==> src/rtl/reshape_pkg.sv <==
// Shared definitions for the reshape egress path: FSM state encoding and default widths.
package reshape_pkg;

  localparam int DEF_DATA_WIDTH     = 128;
  localparam int DEF_WIDTH_BEAT_NUM = 24;

  typedef enum logic [1:0] {
    IDLE = 2'd0,
    RUN  = 2'd1,
    DONE = 2'd2
  } state_e;

endpackage

==> src/rtl/stream_skid_fifo.sv <==
// Two-entry skid buffer with registered outputs; push and pop may coincide at any occupancy.
module stream_skid_fifo
  import reshape_pkg::*;
#(
  parameter int DATA_WIDTH = DEF_DATA_WIDTH
) (
  input  logic                  clk,
  input  logic                  rst,
  input  logic                  push_valid,
  output logic                  push_ready,
  input  logic [DATA_WIDTH-1:0] push_data,
  output logic                  pop_valid,
  input  logic                  pop_ready,
  output logic [DATA_WIDTH-1:0] pop_data,
  output logic                  full,
  output logic                  empty
);

  logic [1:0]            count_q, count_d;
  logic [DATA_WIDTH-1:0] head_q, head_d;
  logic [DATA_WIDTH-1:0] tail_q, tail_d;
  logic                  push_fire, pop_fire;

  always_comb begin
    count_d   = count_q;
    head_d    = head_q;
    tail_d    = tail_q;
    pop_fire  = (count_q != 2'd0) && pop_ready;
    push_fire = push_valid && ((count_q != 2'd2) || pop_fire);
    unique case ({push_fire, pop_fire})
      2'b10: begin
        if (count_q == 2'd0) head_d = push_data;
        else                 tail_d = push_data;
        count_d = count_q + 2'd1;
      end
      2'b01: begin
        head_d  = tail_q;
        count_d = count_q - 2'd1;
      end
      2'b11: begin
        // Occupancy unchanged: either replace the lone head or shift tail forward.
        if (count_q == 2'd1) begin
          head_d = push_data;
        end else begin
          head_d = tail_q;
          tail_d = push_data;
        end
      end
      default: ;
    endcase
  end

  always_ff @(posedge clk) begin
    if (rst) begin
      count_q <= 2'd0;
      head_q  <= '0;
    end else begin
      count_q <= count_d;
      head_q  <= head_d;
    end
  end

  // The tail entry is only observable after it moves to the head, so it needs no reset.
  always_ff @(posedge clk) begin
    tail_q <= tail_d;
  end

  assign full       = (count_q == 2'd2);
  assign empty      = (count_q == 2'd0);
  assign push_ready = !full;
  assign pop_valid  = !empty;
  assign pop_data   = head_q;

endmodule

==> src/rtl/reshape_write_stream.sv <==
// Egress stage of the reshape engine: counts a job's beats through a skid buffer to the DMA write channel.
module reshape_write_stream
  import reshape_pkg::*;
#(
  parameter int DATA_WIDTH     = DEF_DATA_WIDTH,
  parameter int WIDTH_BEAT_NUM = DEF_WIDTH_BEAT_NUM
) (
  input  logic                      clk,
  input  logic                      rst,
  input  logic                      Start,
  input  logic [WIDTH_BEAT_NUM-1:0] Beat_Num_REG,
  input  logic [DATA_WIDTH-1:0]     S_Data,
  input  logic                      S_Valid,
  output logic                      S_Ready,
  output logic [DATA_WIDTH-1:0]     M_Data,
  output logic                      M_Valid,
  input  logic                      M_Ready,
  output logic                      M_Last,
  output logic                      Busy,
  output logic                      Write_Complete,
  output logic [WIDTH_BEAT_NUM-1:0] Beat_Count
);

  localparam logic [WIDTH_BEAT_NUM-1:0] CNT_ONE = WIDTH_BEAT_NUM'(1);

  state_e                    state_q, state_d;
  logic [WIDTH_BEAT_NUM-1:0] total_q, total_d;
  logic [WIDTH_BEAT_NUM-1:0] in_cnt_q, in_cnt_d;
  logic [WIDTH_BEAT_NUM-1:0] out_cnt_q, out_cnt_d;

  logic fifo_full, fifo_empty, fifo_push_ready, fifo_push_valid, fifo_pop_valid;
  logic s_ready, s_fire, m_fire, last_out;

  // in_cnt never passes total, so surplus upstream beats wait for the next job.
  assign s_ready         = (state_q == RUN) && !fifo_full && (in_cnt_q != total_q);
  assign s_fire          = S_Valid && s_ready;
  assign fifo_push_valid = s_fire && fifo_push_ready;
  assign m_fire          = fifo_pop_valid && M_Ready;
  assign last_out        = (out_cnt_q == total_q - CNT_ONE);

  stream_skid_fifo #(
    .DATA_WIDTH(DATA_WIDTH)
  ) u_skid (
    .clk       (clk),
    .rst       (rst),
    .push_valid(fifo_push_valid),
    .push_ready(fifo_push_ready),
    .push_data (S_Data),
    .pop_valid (fifo_pop_valid),
    .pop_ready (M_Ready),
    .pop_data  (M_Data),
    .full      (fifo_full),
    .empty     (fifo_empty)
  );

  always_comb begin
    state_d   = state_q;
    total_d   = total_q;
    in_cnt_d  = in_cnt_q;
    out_cnt_d = out_cnt_q;
    unique case (state_q)
      IDLE: begin
        if (Start) begin
          total_d   = Beat_Num_REG;
          in_cnt_d  = '0;
          out_cnt_d = '0;
          state_d   = (Beat_Num_REG == '0) ? DONE : RUN;
        end
      end
      RUN: begin
        if (s_fire) in_cnt_d = in_cnt_q + CNT_ONE;
        if (m_fire) begin
          out_cnt_d = out_cnt_q + CNT_ONE;
          if (last_out) state_d = DONE;
        end
      end
      DONE:    state_d = IDLE;
      default: state_d = IDLE;
    endcase
  end

  always_ff @(posedge clk) begin
    if (rst) begin
      state_q   <= IDLE;
      total_q   <= '0;
      in_cnt_q  <= '0;
      out_cnt_q <= '0;
    end else begin
      state_q   <= state_d;
      total_q   <= total_d;
      in_cnt_q  <= in_cnt_d;
      out_cnt_q <= out_cnt_d;
    end
  end

  // Busy covers the accepting Start cycle as well as RUN and DONE.
  assign S_Ready        = s_ready;
  assign M_Valid        = fifo_pop_valid;
  assign M_Last         = !fifo_empty && last_out;
  assign Busy           = (state_q != IDLE) || Start;
  assign Write_Complete = (state_q == DONE);
  assign Beat_Count     = out_cnt_q;

endmodule

==> config.mk <==
export PLATFORM = sky130hd
export DESIGN_NAME = reshape_write_stream
export DESIGN_NICKNAME = d
export VERILOG_FILES = /design/src/rtl/reshape_pkg.sv /design/src/rtl/stream_skid_fifo.sv /design/src/rtl/reshape_write_stream.sv
export SDC_FILE = /design/constraint.sdc
export NUM_CORES = 1
export LEC_CHECK = 0
export ABC_AREA = 1
export BUFFER_PORTS_ARGS = -buffer_cell sky130_fd_sc_hd__buf_2
export CAP_MARGIN = 20
export CORE_MARGIN = 5
export CORE_UTILIZATION = 35
export CTS_CLUSTER_SIZE = 20
export DETAILED_ROUTE_END_ITERATION = 10
export SYNTH_ARGS = -nofsm -noshare
export SYNTH_HDL_FRONTEND = slang
export SYNTH_HIERARCHICAL = 1
export SYNTH_SLANG_ARGS = --single-unit
==> constraint.sdc <==
create_clock -name clk -period 16.2 [get_ports clk]
set_input_delay 3.24 -clock clk [delete_from_list [all_inputs] [get_ports clk]]
set_output_delay 3.24 -clock clk [all_outputs]
set_load 0.005 [all_outputs]
; ---- Word-level counts from Yosys, hierarchy flattened
; Cells that the tools add are included.
[op_classes]
add_sub_neg = 5
n_eq_ne = 17
muxes = 17
reduce_logical = 27
[ops]
columns = op, n
row1 = $mux W128, 4
row2 = $pmux W128 S3, 1
row3 = $pmux W128 S2, 1
row4 = $pmux W24 S2, 2
row5 = $mux W24, 3
row6 = $add A24 B1 Y24 const B, 2
row7 = $eq A24 B24 Y1, 1
row8 = $logic_not A24 Y1, 1
row9 = $ne A24 B24 Y1, 1
row10 = $sub A24 B1 Y24 const B, 1
row11 = $ne A2 B2 Y1 const B, 7
row12 = $reduce_and A3 Y1, 4
row13 = $reduce_bool A2 Y1, 5
row14 = $eq A2 B2 Y1 const B, 4
row15 = $logic_and A1 B1 Y1, 8
row16 = $mux W2, 4
row17 = $pmux W2 S2, 2
row18 = $eq A2 B1 Y1 const B, 3
row19 = $logic_not A2 Y1, 2
row20 = $reduce_and A2 Y1, 2
row21 = $reduce_bool A3 Y1, 1
row22 = $add A2 B1 Y2 const B, 1
row23 = $logic_not A1 Y1, 2
row24 = $logic_or A1 B1 Y1, 2
row25 = 2 further kinds, 2
[word_totals]
register_bits = 332
inputBits = 157
out_inout_bits = 157
word_cells = 73

; ---- Longest topological paths before layout
; Gate-level depths: netlist of the first run.
[depth]
ltp_word = 10
mapped_depth = 17
mapped_depth_nobuf = 15

; ---- Modules after synthesis
; Netlist of the first run, hierarchy kept.
[by_module_without_submodules]
columns = module, n_inst, cells_each, area_each_um2, seq_area_each_um2
row1 = stream_skid_fifo, 1, 1822, 12886.1, 6446.2
row2 = reshape_write_stream, 1, 898, 5577.8, 1481.4

; ---- Worst setup path after synthesis of the first run
; Ideal clock, no wire load.
[synth_path]
path_kind = input to register
startpoint = input S_Valid
endpoint = register u_skid.tail_q[0] (enable)
setup_ps = 792
arrival_time_ps = 12888
required_ps = 15408
setup_slack_ps = 2520
path_stages = 5
path_buffers = 1
path_cell_list = nand4_2 buf_2 nor2_1 nand3_1 o21ai_0
[synth_between]
elab_chain_len = 6
elab_cells_between_ends = 9
classes_between = eq/ne: 4 / reduce/logical: 5
[synth_rtl]
columns = element, line_no
row1 = "start, declared", reshape_write_stream.sv:13  ; input logic S_Valid,
row2 = $logic_and A1 B1 Y1 *, reshape_write_stream.sv:36  ; assign s_fire = S_Valid && s_ready;
row3 = $logic_and A1 B1 Y1 *, reshape_write_stream.sv:37  ; assign fifo_push_valid = s_fire && fifo_push_ready;
row4 = net fifo_push_valid, reshape_write_stream.sv:31  ; logic fifo_full, fifo_empty, fifo_push_ready, fifo_push_valid, fifo_pop_valid;
row5 = $logic_and A1 B1 Y1 *, stream_skid_fifo.sv:29  ; push_fire = push_valid && ((count_q != 2'd2) || pop_fire);
row6 = $eq A2 B2 Y1, stream_skid_fifo.sv:30  ; unique case ({push_fire, pop_fire})
row7 = $ne A2 B2 Y1 (no line) or $reduce_bool A2 Y1 (tied branches), --
row8 = $reduce_and A3 Y1 (no line) *, --
row9 = "end signal, assigned", stream_skid_fifo.sv:65  ; tail_q <= tail_d;
row10 = "end, declared", stream_skid_fifo.sv:21  ; logic [DATA_WIDTH-1:0] tail_q, tail_d;
; Mark *: on every way through the listed nets, which the timed path passes. The rest lies on a longest branch.
; A chain may end at the register's enable or synchronous reset.

; ---- Worst setup path in the final report of the first run
[layout_path]
startpoint = input Start
endpoint = output Busy
[layout_between]
elab_chain_len = 1
[layout_rtl]
columns = element, line_no
row1 = "start, declared", reshape_write_stream.sv:10  ; input logic Start,
row2 = $logic_or A1 B1 Y1, reshape_write_stream.sv:100  ; assign Busy = (state_q != IDLE) || Start;
row3 = "end, declared", reshape_write_stream.sv:19  ; output logic Busy,
; No other way between the ends.

==> impl_metrics.yaml, run 1 <==
hold_path:
  whs_path_depth: 2
  hp-start: "u_skid/pop_data[77]$_SDFFE_PP0P_"
  hold_end: "u_skid/pop_data[77]$_SDFFE_PP0P_"
  hp-class: "flip-flop to flip-flop"
placement:
  place_area_um2: 20200
  place_hpwl_um: 36800
  gp_congestion: 0.878
  port_buffers: 313
final_layout:
  regArea_um2: 7930
  nets: 3084
  fin_util_pct: 41.2
  area_growth_pct: 17.0
  fin_area_um2: 21600
  drive_gt1_share_pct: 14.6
  multi_input_area_um2: 9380
  n_fill_cell: 5500
clock_tree:
  post_cts_resized: 0
  numCtsBuffers: 42
  cts_hold_buf: 0
  cts-root-buf: "clkbuf_16"
  cts.sinks: 332
  htree_levels: 2
  cts_post_setup_buffers_inserted: 0
  clock_path_buffers: 3
  clk_latency_ns: 0.56
  path_clk_slew_ns: 0.05
  cts_tree: "built"
synth:
  synth_most_common_cell: "nand2_1"
  syn_nets: 2883
  yosysTopAreaCell: "nand2_1"
  synth_top_area_share_pct: 22.5
  synthCells: 2720
  yosys-top-cells-count: "nand2_1, nor2_1, nand3_1"
  netlist_top_cells_area: "nand2_1, dfxtp_1, edfxtp_1, nor2_1, nand3_1"
  yosysSeqAreaShare_pct: 42.9
  yosys_warnings: 6
  synth-async-reset-ratio_pct: 0
  synth_flop_cell: "dfxtp_1"
  ys_types: 39
  syn_area_um2: 18500
  ys_ff_latch: 332
  synth_edf_count: 128
  avgSynthCellArea_um2: 6.79
power:
  p_per_area_nw_per_um2: 135
  total_power_w: 0.00292
  p_leak_nw: 10.1
  ir_drop_mv: 0.0896
worst_setup_path:
  r2r-end: "u_skid/pop_data[117]$_SDFFE_PP0P_"
  cp-start-kind: "input port"
  arrival_ns: 3.61
  crit_type: "input port to output port"
  critical_path_required_ns: 12.96
  r2r-start: "total_q[22]$_SDFFE_PP0P_"
  end_kind: "output port"
  cp_max_fo: 3
  rrSetupSlack_ns: 11.66
  worstRegToRegCells: 15
global_routing:
  use_met2_pct: 31.5
  grt_overflow: 0
  gr-max-usage-layer: "met2"
  grt_util_met1_pct: 26.5
  grt_max_degree: 257
  grt_pass1_wl_um: 90200
  grt_usage_pct: 19.4
  grt_antenna_before_repair: 5
  grtUsageMet3_pct: 3.89
  grt_pass1_vias: 16100
timing:
  finalSetupViolCount: 0
  min_period_ns: 6.85
  finalSetupTns_ns: 0
  drv_slew: 0
  clock_skew_ns: 0.0136
  hold_viol: 0
  worst-slew-pin-transition_ns: 1.29
  timing.hold.ws_ns: 0.503
  min_period_over_period_pct: 42.3
  relSlewSlack_pct: 14.0
  timing.fmax_mhz: 146
  grt_setup_unrepaired: "false"
drt:
  post_drt_wl_per_cell_um: 16.0
  drtPass1Iterations: 6
  totalWireLength_um: 58300
  ant_nets: 0
  vias: 17700
  drtIter0Drc: 1209
  via_per_inst: 4.87
  drc_errors: 0
run_status:
  status: "completed"
floorplan:
  die_y_um: 240
  coreArea_um2: 52400
  dieArea_um2: 57400
  rows: 84
  ios: 314
  start_util_pct: 35.2
  die_w_um: 240
flow_run:
  max_cap_viol_count: 0
## layout make-up
cell class,instances,area share (%)
well taps,688,3.99
flip-flops and latches,332,36.7
clock inverters,18,1.03
multi-input cells,2133,43.4
repair buffers,328,7.83
clock buffers,57,5.50
inverters,84,1.49
diodes,3,0.0348
## power breakdown
group          switching [W]  leakage (nW)  internal, W
Sequential         0.0000873          2.83      0.00101
Combinational       0.000572          6.60     0.000287
Clock               0.000376         0.686     0.000592
Total                0.00103          10.1      0.00189
## logic make-up (layout without fill, tap and decap cells)
group                    after synthesis  in the layout  synth area share [%]
adder cells (fa/ha/maj)                6              6                 0.407
other                                  0              3                     0
flip-flops                           332            332                  42.9
AND/OR/NAND/NOR                     1832           1832                  40.6
AO/OA/AOI/OAI                        221            221                  6.03
buffers and inverters                255            487                  6.53
XOR/XNOR                              74             74                  3.51
## worst max-delay path by stage
stage / from / end / slack, ns / cells past startpoint
finish: Start / Busy / 9.35 / 4
global route: Start / Busy / 9.30 / 4
CTS: Start / Busy / 9.35 / 4
detailed placement: S_Valid / u_skid/pop_data[0]$_SDFFE_PP0P_ / 9.34 / 11
global placement: Start / Busy / 9.35 / 4
floorplan: S_Valid / u_skid/tail_q[0]$_DFFE_PP_ / 2.52 / 5
## through the flow
step	cells	worst slack, ns
floorplan	2720	2.52
global placement	3565	9.35
detailed placement	3565	9.34
CTS	3640	9.35
global route	3643	9.30
finish	3643	9.35
## flip-flops by register name (all words and copies together), names as in the netlist
name / flops
u_skid/tail_q: 128
u_skid/pop_data: 128
total_q: 24
state_q: 2
in_cnt_q: 24
Beat_Count: 24
u_skid/count_q: 2
## metal layers
layer | vias up | wire length [µm]
met5 | - | 26
met4 | 4 | 1330
met3 | 85 | 3890
met2 | 538 | 27000
met1 | 8027 | 26100
li1 | 9088 | -
## layout by cell type (no fill, tap or decap), types with 6 or more instances in the layout
| cell type | Yosys | layout |
|---|---|---|
| buf_2 | 100 | 313 |
| edfxtp_1 | 128 | 128 |
| nand3_1 | 216 | 216 |
| o21ai_0 | 136 | 135 |
| clkbuf_8 | 0 | 6 |
| nand3b_1 | 6 | 6 |
| clkbuf_16 | 0 | 43 |
| buf_4 | 6 | 14 |
| a21oi_1 | 59 | 59 |
| nor3_1 | 18 | 18 |
| nand2_1 | 1108 | 1107 |
| nor4_1 | 9 | 9 |
| dfxtp_1 | 204 | 204 |
| xnor2_1 | 31 | 31 |
| nand4_1 | 35 | 35 |
| clkbuf_1 | 40 | 8 |
| inv_1 | 79 | 76 |
| o21ai_1 | 23 | 23 |
| nor2_1 | 407 | 407 |
| xor2_1 | 43 | 43 |
| nor2_2 | 9 | 7 |
## worst max-delay path: stages
cell and delay [ns]:
buf_2 0.11, inv_1 0.04, nand2_1 0.08, buf_2 0.14
(Power assumes the default switching activity.)
==> run 2: changes to the inputs <==
- clock period: 16.2 -> 6.9 ns (I/O delays scaled with it)
==> run 2 against run 1 <==
Effect of this change:
- power rose by 130%
- die area did not move
- design area fell by 0.54%
- clock power rose by 110%
- sequential share of layout area rose by 0.20 points
- register-to-register slack got worse by 9.1 ns
- critical path type is now flip-flop to output port
- largest cell class unchanged
==> impl_metrics.yaml, run 2 (same netlist as run 1, synthesis figures left out) <==
final_layout:
  drive_gt1_share_pct: 14.4
  fin_area_um2: 21500
  nets: 3082
  fin_util_pct: 41.0
  final_cell_mix: "nand2_1, nor2_1, buf_2"
  final_common_cell: "nand2_1"
  area_growth_pct: 16.3
  n_fill_cell: 5576
placement:
  port_buffers: 313
  dp_slack_ns: 2.16
  place_area_um2: 20200
  gp_congestion: 0.929
  place_hpwl_um: 37500
timing:
  grt_setup_unrepaired: "false"
  worst-slew-pin-transition_ns: 1.03
  finalSetupViolCount: 0
  min_period_ns: 4.42
  timing.hold.ws_ns: 0.506
  finalSetupTns_ns: 0
  timing.fmax_mhz: 226
  min_period_over_period_pct: 64.1
  hold_viol: 0
  layout_setup_ws_ns: 2.48
  clock_skew_ns: 0.0234
  drv_slew: 0
  relSlewSlack_pct: 31.6
clock_tree:
  cts_post_setup_buffers_inserted: 0
  clk_latency_ns: 0.57
  cts_tree: "built"
  post_cts_resized: 0
  cts_hold_buf: 0
  path_clk_slew_ns: 0.06
  cts-root-buf: "clkbuf_16"
  cts.sinks: 332
  numCtsBuffers: 40
  clock_path_buffers: 3
  htree_levels: 2
worst_setup_path:
  critical_path_required_ns: 5.52
  cp-startpoint: "total_q[0]$_SDFFE_PP0P_"
  arrival_ns: 3.04
  cp-start-kind: "flip-flop"
  r2r-start: "u_skid/count_q[0]$_SDFFE_PP0P_"
  cp_max_fo: 6
  crit_type: "flip-flop to output port"
  end_kind: "output port"
power:
  switching_share_pct: 36.4
  power_frac_clock_pct: 30.9
  ir_drop_mv: 0.177
  p_per_area_nw_per_um2: 311
  comb_power_share_pct: 30.7
  switchingPower_w: 0.00243
  p_int_w: 0.00424
  p_leak_nw: 10.0
  power_frac_seq_pct: 38.5
drt:
  totalWireLength_um: 59400
  ant_nets: 0
  drc_errors: 0
  vias: 17700
  post_drt_wl_per_cell_um: 16.3
  drtPass1Iterations: 5
  drtIter0Drc: 1280
  via_per_inst: 4.85
global_routing:
  grt_pass1_vias: 16200
  grt_antenna_before_repair: 16
  grt_max_degree: 179
  grt_overflow: 0
  grt_pass1_wl_um: 92100
  grt_usage_pct: 19.8
floorplan:
  ios: 314
  die_w_um: 240
  die_y_um: 240
  coreArea_um2: 52400
  start_util_pct: 35.2
  rows: 84
  dieArea_um2: 57400
hold_path:
  hp-start: "u_skid/pop_data[92]$_SDFFE_PP0P_"
  hp-class: "flip-flop to flip-flop"
flow_run:
  max_cap_viol_count: 0
run_status:
  status: "completed"
[run 2: cell types whose count changed in the layout (fill, tap and decap cells not counted), sizes merged]
cell      delta
bufinv       -4
clkbuf       +4
clkinv       -1
clkinvlp     -1
diode        +4
[run 2: power groups by stage]
stage | Combinational (W) | Clock (W) | Sequential (W)
after floorplan | 0.00135 | 0 | 0.00258
after global placement | 0.00206 | 0 | 0.00261
after detailed placement | 0.00207 | 0 | 0.00260
after CTS | 0.00207 | 0.00213 | 0.00257
after global routing | 0.00232 | 0.00221 | 0.00261
final | 0.00205 | 0.00206 | 0.00257
[run 2: metal layers]
metal / wire length [µm] / GRT usage, %
met5: 77 / 0
met4: 1380 / 5.74
met3: 4130 / 4.99
met2: 27100 / 31.3
met1: 26700 / 26.9
[run 2: final timing paths]
path	end	slack, ns	cells after the start
setup reg to reg	u_skid/pop_data[24]$_SDFFE_PP0P_	2.54	9
hold / removal	u_skid/pop_data[92]$_SDFFE_PP0P_	0.51	2
setup / recovery	M_Last	2.48	12
hold reg to reg	u_skid/pop_data[92]$_SDFFE_PP0P_	0.51	2
[run 2: area by class of cell]
class | instances | area, µm² | area share, %
timing repair buffer | 328 | 1720 | 7.99
sequential | 332 | 7930 | 36.9
clock buffer | 61 | 1160 | 5.41
antenna | 7 | 17.5 | 0.0816
clock inverter | 12 | 97.6 | 0.454
tap | 688 | 861 | 4.01
inverter | 84 | 322 | 1.50
multi-input combinational | 2133 | 9380 | 43.7
[run 2: through the flow]
step	cells	total power, W
floorplan	2720	0.00393
global placement	3565	0.00466
detailed placement	3565	0.00467
CTS	3638	0.00676
global route	3641	0.00714
finish	3645	0.00667
[run 2: critical path: stages (launching register included)]
cell     delay, ns
dfxtp_1       0.37
inv_1         0.19
ha_1          0.24
nand3_2       0.16
nor2_2        0.30
xor2_1        0.24
nand3_1       0.09
nor2_1        0.14
nand3_1       0.11
nor2_1        0.10
nand3_1       0.15
nor2_1        0.24
buf_2         0.16
